`config.mk`:
```
export PLATFORM = sky130hd
export DESIGN_NAME = dmux4way16_buf
export DESIGN_NICKNAME = d
export VERILOG_FILES = /design/src/rtl/dmux4way16_buf_pkg.sv /design/src/rtl/dmux4way16_buf_chan_fifo.sv /design/src/rtl/dmux4way16_buf.sv
export SDC_FILE = /design/constraint.sdc
export NUM_CORES = 1
export LEC_CHECK = 0
export ABC_AREA = 0
export CORE_MARGIN = 1
export CORE_UTILIZATION = 45
export DETAILED_ROUTE_END_ITERATION = 16
export PLACE_DENSITY_LB_ADDON = 0.05
export SLEW_MARGIN = 20
export SYNTH_ARGS = -nofsm -noshare
export SYNTH_HDL_FRONTEND = slang
export SYNTH_SLANG_ARGS = --single-unit
```
`constraint.sdc`:
```
create_clock -name clk -period 6.1 [get_ports clk]
set_clock_uncertainty 0.15 [all_clocks]
set_input_delay 0.915 -clock clk [delete_from_list [all_inputs] [get_ports clk]]
set_output_delay 0.915 -clock clk [all_outputs]
set_load 0.01 [all_outputs]
```
`src/rtl/dmux4way16_buf_pkg.sv`:
```
// Shared constants and types for the buffered 1-to-4 word demultiplexer.
// Channel count, select width and per-channel FIFO sizing live here.
package dmux4way16_buf_pkg;

  localparam int DEFAULT_WIDTH = 16;
  localparam int NUM_CH        = 4;
  localparam int CH_SEL_W      = 2;
  localparam int DEPTH         = 2;
  localparam int CNT_W         = $clog2(DEPTH + 1);

  typedef logic [CH_SEL_W-1:0] ch_sel_t;

  localparam ch_sel_t CH0 = 2'd0;
  localparam ch_sel_t CH1 = 2'd1;
  localparam ch_sel_t CH2 = 2'd2;
  localparam ch_sel_t CH3 = 2'd3;

  function automatic logic [NUM_CH-1:0] ch_onehot(input ch_sel_t sel);
    logic [NUM_CH-1:0] vec;
    vec      = '0;
    vec[sel] = 1'b1;
    return vec;
  endfunction

endpackage

```
`src/rtl/dmux4way16_buf_chan_fifo.sv`:
```
// Two-entry per-channel FIFO: head register plus one tail slot.
// The head holds its last value when the channel drains to empty.
module dmux_chan_fifo
  import dmux4way16_buf_pkg::*;
#(
  parameter int WIDTH = DEFAULT_WIDTH
) (
  input  logic             clk,
  input  logic             rst,
  input  logic             push,
  input  logic             pop,
  input  logic [WIDTH-1:0] din,
  output logic [WIDTH-1:0] head,
  output logic [CNT_W-1:0] count,
  output logic             valid
);

  logic [WIDTH-1:0] tail;
  logic             push_ok;
  logic             pop_ok;

  assign push_ok = push && (count < CNT_W'(DEPTH));
  assign pop_ok  = pop && (count != '0);
  assign valid   = (count != '0);

  // NOTE: the data slots are reset too, because the head word is a visible output that must read 0 after reset.
  always_ff @(posedge clk or posedge rst) begin
    if (rst) begin
      count <= '0;
      head  <= '0;
      tail  <= '0;
    end else begin
      case ({push_ok, pop_ok})
        2'b10: begin
          if (count == '0) head <= din;
          else             tail <= din;
          count <= count + 1'b1;
        end
        2'b01: begin
          if (count == CNT_W'(2)) head <= tail;
          count <= count - 1'b1;
        end
        2'b11: begin
          // Push and pop together: depth unchanged, order preserved.
          if (count == CNT_W'(1)) begin
            head <= din;
          end else begin
            head <= tail;
            tail <= din;
          end
        end
        default: ;
      endcase
    end
  end

endmodule

```
`src/rtl/dmux4way16_buf.sv`:
```
// Buffered 1-to-4 demultiplexer: routes one valid/ready word stream to four
// buffered channels by explicit select or by round-robin.
module dmux4way16_buf
  import dmux4way16_buf_pkg::*;
#(
  parameter int WIDTH = DEFAULT_WIDTH
) (
  input  logic              clk,
  input  logic              rst,
  input  logic              auto_mode,
  input  logic [WIDTH-1:0]  in_data,
  input  logic [1:0]        in_sel,
  input  logic              in_valid,
  output logic              in_ready,
  output logic [WIDTH-1:0]  out0,
  output logic [WIDTH-1:0]  out1,
  output logic [WIDTH-1:0]  out2,
  output logic [WIDTH-1:0]  out3,
  output logic [NUM_CH-1:0] out_valid,
  input  logic [NUM_CH-1:0] out_ready,
  output logic [1:0]        rr_ptr
);

  ch_sel_t           dest;
  logic              accept;
  logic [CNT_W-1:0]  count [NUM_CH];
  logic [WIDTH-1:0]  head  [NUM_CH];
  logic [NUM_CH-1:0] push_vec;
  logic [NUM_CH-1:0] pop_vec;

  assign dest = auto_mode ? rr_ptr : in_sel;

  // Readiness looks only at registered depth, never at out_ready.
  assign in_ready = !rst && (count[dest] < CNT_W'(DEPTH));
  assign accept   = in_valid && in_ready;
  assign push_vec = accept ? ch_onehot(dest) : '0;
  assign pop_vec  = out_valid & out_ready;

  for (genvar k = 0; k < NUM_CH; k++) begin : g_chan
    dmux_chan_fifo #(.WIDTH(WIDTH)) u_fifo (
      .clk   (clk),
      .rst   (rst),
      .push  (push_vec[k]),
      .pop   (pop_vec[k]),
      .din   (in_data),
      .head  (head[k]),
      .count (count[k]),
      .valid (out_valid[k])
    );
  end

  assign out0 = head[CH0];
  assign out1 = head[CH1];
  assign out2 = head[CH2];
  assign out3 = head[CH3];

  // Advances only on an accepted auto-mode word, so a full target stalls it.
  always_ff @(posedge clk or posedge rst) begin
    if (rst)                       rr_ptr <= '0;
    else if (accept && auto_mode)  rr_ptr <= rr_ptr + 1'b1;
  end

endmodule

```
==> flow_summary.json, run 1 <==
{
  "start_kind": "primary input",
  "clock_latency_ns": 0.42,
  "grt_pass1_wl_um": 22900,
  "ys_ff_latch": 138,
  "grt_max_degree": 71,
  "grt_pass1_vias": 4598,
  "hold_end": "g_chan[2].u_fifo.tail[13]",
  "r2r_slack_ns": 3.10,
  "synth_area_mm2": 0.00650,
  "wl_um": 14000,
  "cp-end-kind": "primary output",
  "path_clk_slew_ns": 0.05,
  "first_pass_iters": 4,
  "cts_tree": "done",
  "cp.depth": 6,
  "synth_warnings": 0,
  "rows": 43,
  "diodes": 0,
  "cts.repair.resized": 0,
  "slew_violations": 0,
  "cts.sinks": 138,
  "cp_slowest_stage_delay_ns": 0.75,
  "wl_per_cell_um": 16.3,
  "cts_buffer_depth": 2,
  "cp_top_family": "buffers and inverters",
  "ff2ff_path_depth": 9,
  "synth.most_common_cell": "dfrtp_1",
  "dieWidth_um": 122,
  "ys_async_sr_fraction_pct": 100,
  "drive_gt1_share_pct": 11.6,
  "synth_area_leader_cell": "dfrtp_1",
  "p_leak_nw": 3.52,
  "min-delay-start": "g_chan[2].u_fifo.tail[13]",
  "yosysUniqueCellTypes": 37,
  "setup_viol": 0,
  "timing.hold.ws_ns": 0.341,
  "critPathBufInv": 2,
  "core-area_mm2": 0.0140,
  "htreeDepth": 4,
  "numCtsBuffers": 17,
  "ys_seq_area_share_pct": 53.1,
  "finalSetupTns_ns": 0,
  "yosys-top-cells-count": "dfrtp_1 (138), a21oi_1 (68), nor2_1 (68)",
  "drtIter0Drc": 221,
  "fin_crit_ns": 3.93,
  "irDropWorstVdd_uv": 213,
  "cts.root.buffer_cell": "clkbuf_16",
  "synth_edf_count": 0,
  "required_ns": 5.03,
  "worstSetupPathType": "in2out",
  "syn_area_per_cell_um2": 11.3,
  "holdPathStages": 1,
  "die-height_um": 122,
  "post_cts_buffers": 0,
  "die_area_mm2": 0.0149,
  "initial_core_util_pct": 46.4,
  "synthToLayoutAreaGrowth_pct": 24.8,
  "netlist_top_cells_area": "dfrtp_1 (53%), mux2_1 (9.4%), a22oi_1 (7.4%)",
  "drc": 0,
  "critPathMostFrequentCell": "clkdlybuf4s50_1",
  "holdBufCountCts": 0,
  "crit_fanout": 14,
  "track_usage_pct": 20.1,
  "dominantRegCellSynth": "dfrtp_1",
  "worstPathCellList": "clkdlybuf4s50_1 > nor3_1 > a31oi_1 > o211ai_1 > nor4_1 > clkdlybuf4s50_1",
  "synth_top_area_share_pct": 53.1,
  "holdCritPathClass": "reg2reg",
  "synth_cells": 577,
  "regToRegEndpoint": "g_chan[2].u_fifo.head[4]",
  "slowest_stage": "clkdlybuf4s50_1",
  "vias_per_cell": 5.37,
  "via_count": 4626,
  "fin_crit_sh_pct": 64.4,
  "nNetsFinal": 726,
  "r2r-start": "rr_ptr[1]",
  "max_freq_mhz": 255,
  "io_pins": 97,
  "hold_violations": 0,
  "place_congestion": 0.831,
  "cp.arrival_ns": 2.86,
  "drv_cap": 0,
  "portBuffers": 96,
  "p_per_area_mw_per_mm2": 530,
  "relSlewSlack_pct": 37.5,
  "dp_hpwl_um": 9870,
  "rsz0062_at_grt": "no",
  "drtAntennaViolNets": 0,
  "status": "finished, final reports clean",
  "overflow": 0,
  "grt_antenna_before_repair": 0,
  "tightest_slew_ns": 0.935,
  "synth_nets": 635
}
power breakdown:
group	leakage [nW]	internal, mW	total (mW)	switching, mW
Combinational	1.64	0.886	1.72	0.832
Clock	0.253	0.527	0.907	0.379
Sequential	1.63	1.38	1.67	0.293
Total	3.52	2.79	4.30	1.50
cell type report:
cell class	count	area [um^2]
clock buffer	21	450
multi-input combinational	381	2790
sequential	138	3450
clock inverter	11	73.8
fill	1211	5880
tap	180	225
inverter	28	109
timing repair buffer	102	1010
layer usage:
layer,vias up,part of all wire (%),global-route usage [%]
li1,2250,-,-
met1,2251,49,27.9
met5,-,0,0
met2,108,45,30.4
met4,0,1.4,6.71
met3,17,4.3,5.48
how the worst max path moves through the flow:
stage | from | to
after global routing | auto_mode | in_ready
after CTS | auto_mode | in_ready
after global placement | auto_mode | g_chan[0].u_fifo.head[2]
after floorplan | rst | g_chan[0].u_fifo.tail[0]
final | auto_mode | in_ready
after detailed placement | auto_mode | g_chan[0].u_fifo.tail[13]
kinds of logic after synthesis:
kind of cell / after synthesis / share of synthesized area, %
compound gates: 161 / 16.6
flops: 138 / 53.1
simple gates: 120 / 8.55
mux: 64 / 11.1
buf+inv: 58 / 3.91
fa+ha+maj: 32 / 6.16
xor+xnor: 4 / 0.539
placed cells by master (no fill, tap or decap), drive strengths merged, types with 7 or more instances in the layout:
cell type and instances:
dfrtp 138, clkdlybuf4s50 96, a21oi 72, nor2 68, a22oi 64, mux2 64
ha 32, inv 28, clkbuf 21, nand2 19, nand2b 8, o21ai 8
clkinv 7, o211ai 7
metrics by stage:
step	cells	area, um^2	total power [mW]	worst slack (ns)	util [%]
3_3_place_gp	829	7580	3.35	2.09	54.2
5_1_grt	861	8110	4.62	1.99	58.0
3_5_place_dp	829	7580	3.41	1.99	54.2
2_1_floorplan	577	6500	2.68	1.17	-
6_report	861	8110	4.30	2.17	58.0
4_1_cts	861	8110	4.34	2.17	58.0
registers in the layout, indices dropped and copies added (netlist names):
| name | flops |
|---|---|
| rr_ptr | 2 |
| g_chan.u_fifo.count | 8 |
| g_chan.u_fifo.head | 64 |
| g_chan.u_fifo.tail | 64 |
(Power assumes the default switching activity.)
==> run 2: changes to the inputs <==
==> constraint.sdc (replaced) <==
create_clock -name clk -period 3.6 [get_ports clk]
set_clock_uncertainty 0.15 [all_clocks]
set_input_delay 0.54 -clock clk [delete_from_list [all_inputs] [get_ports clk]]
set_output_delay 0.54 -clock clk [all_outputs]
set_load 0.01 [all_outputs]
==> run 2 against run 1 <==
Against the previous run: setup slack worse by 1.6 ns; final area up 5.1%; non-clock buffer count is 6 higher; critical path type unchanged; critical path depth stayed put.
==> flow_summary.json, run 2 (synthesis results as in run 1) <==
{
  "layout_common_cells": "dfrtp_1 (138), clkdlybuf4s50_1 (96), nor2_1 (68)",
  "die-height_um": 122,
  "cts_buffer_depth": 2,
  "setup_viol": 0,
  "rows": 43,
  "drive_gt1_share_pct": 17.5,
  "multi_input_area_mm2": 0.00302,
  "fill_cells": 1184,
  "first_pass_iters": 4,
  "crit_fanout": 10,
  "synthToLayoutAreaGrowth_pct": 31.2,
  "regArea_mm2": 0.00345,
  "drc": 0,
  "finalSetupTns_ns": 0,
  "p_per_area_mw_per_mm2": 921,
  "grt_antenna_before_repair": 0,
  "portBuffers": 96,
  "total_power_mw": 7.85,
  "hold_violations": 0,
  "cts.sinks": 138,
  "diodes": 0,
  "core-area_mm2": 0.0140,
  "wl_um": 15400,
  "clock_latency_ns": 0.42,
  "rsz0062_at_grt": "no",
  "drv_cap": 0,
  "cp.arrival_ns": 2.35,
  "vias_per_cell": 5.44,
  "slew_violations": 0,
  "htreeDepth": 4,
  "drtAntennaViolNets": 0,
  "start_kind": "primary input",
  "cts.repair.resized": 0,
  "cts.root.buffer_cell": "clkbuf_16",
  "holdCritPathClass": "reg2reg",
  "status": "finished, final reports clean",
  "die_area_mm2": 0.0149,
  "top_regs": "g_chan.u_fifo.head: 64 flops, g_chan.u_fifo.tail: 64 flops, g_chan.u_fifo.count: 8 flops",
  "p_leak_nw": 3.66,
  "track_usage_pct": 22.8,
  "irDropWorstVdd_uv": 475,
  "numCtsBuffers": 17,
  "drtIter0Drc": 316,
  "r2r_slack_ns": 0.74,
  "grt_max_degree": 73,
  "fin_crit_sh_pct": 84.3,
  "fin_crit_ns": 3.04,
  "nNetsFinal": 732,
  "dp_hpwl_um": 10400,
  "timing.hold.ws_ns": 0.341,
  "cts_tree": "done",
  "relSlewSlack_pct": 37.6,
  "path_clk_slew_ns": 0.05,
  "io_pins": 97,
  "place_congestion": 0.864,
  "required_ns": 2.91,
  "wl_per_cell_um": 17.8,
  "worstSetupPathType": "in2out",
  "overflow": 0,
  "cp-end-kind": "primary output",
  "dieWidth_um": 122,
  "post_cts_buffers": 0,
  "grt_pass1_wl_um": 25200,
  "tightest_slew_ns": 0.936,
  "layout_commonest_cell": "dfrtp_1",
  "initial_core_util_pct": 46.4,
  "via_count": 4707,
  "holdBufCountCts": 0,
  "grt_pass1_vias": 4719,
  "max_freq_mhz": 329
}
[run 2: changes by cell type in the layout (fill, tap and decap cells not counted), moves of 4 or more]
cell and delta:
a21oi_1 -12, a21oi_2 +10, bufinv_16 +4, clkinv_2 -5, ha_1 -11, ha_2 +9
mux2_1 -11, mux2_4 +12, o211ai_2 -4, o211ai_4 +4
[run 2: per-stage QoR]
step	instance area (um^2)	cells	util, %	setup WS, ns
floorplan	6860	577	-	-0.879
global placement	7900	835	56.5	0.290
detailed placement	7900	835	56.5	0.180
CTS	8520	866	60.9	0.544
global route	8520	866	60.9	0.379
finish	8520	866	60.9	0.564
[run 2: critical path, stage by stage]
cell and delay [ns]:
clkdlybuf4s50_1 0.49, buf_4 0.21, a31oi_1 0.22, o211ai_1 0.11, nor4_1 0.20, clkdlybuf4s50_1 0.59
[run 2: final timing paths]
path / start / to / cells after the start
max: auto_mode / in_ready / 6
min: g_chan[3].u_fifo.tail[6] / g_chan[3].u_fifo.tail[6] / 1
max reg2reg: rr_ptr[1] / g_chan[1].u_fifo.head[8] / 9
min reg2reg: g_chan[3].u_fifo.tail[6] / g_chan[3].u_fifo.tail[6] / 1
max in group asynchronous: rst / g_chan[1].u_fifo.head[3] / 4
min in group asynchronous: rst / g_chan[0].u_fifo.count[1] / 3
[run 2: cell type report]
class | count | share of cell area [%]
Sequential cell | 138 | 40.5
Inverter | 28 | 1.31
Multi-Input combinational cell | 381 | 35.5
Tap cell | 180 | 2.64
Timing Repair Buffer | 108 | 12.8
Clock inverter | 6 | 1.60
Clock buffer | 25 | 5.70
[run 2: layer usage]
layer / vias up / global-route usage, % / wire length [um]
met1: 2333 / 30.9 / 7180
li1: 2264 / - / -
met5: - / 0 / 0
met4: 0 / 7.01 / 182
met3: 18 / 5.06 / 547
met2: 92 / 36.3 / 7520
[run 2: power breakdown]
group	total [mW]	switching, mW	internal (mW)
clock	1.84	0.629	1.21
sequential	2.81	0.476	2.34
combinational	3.20	1.53	1.67
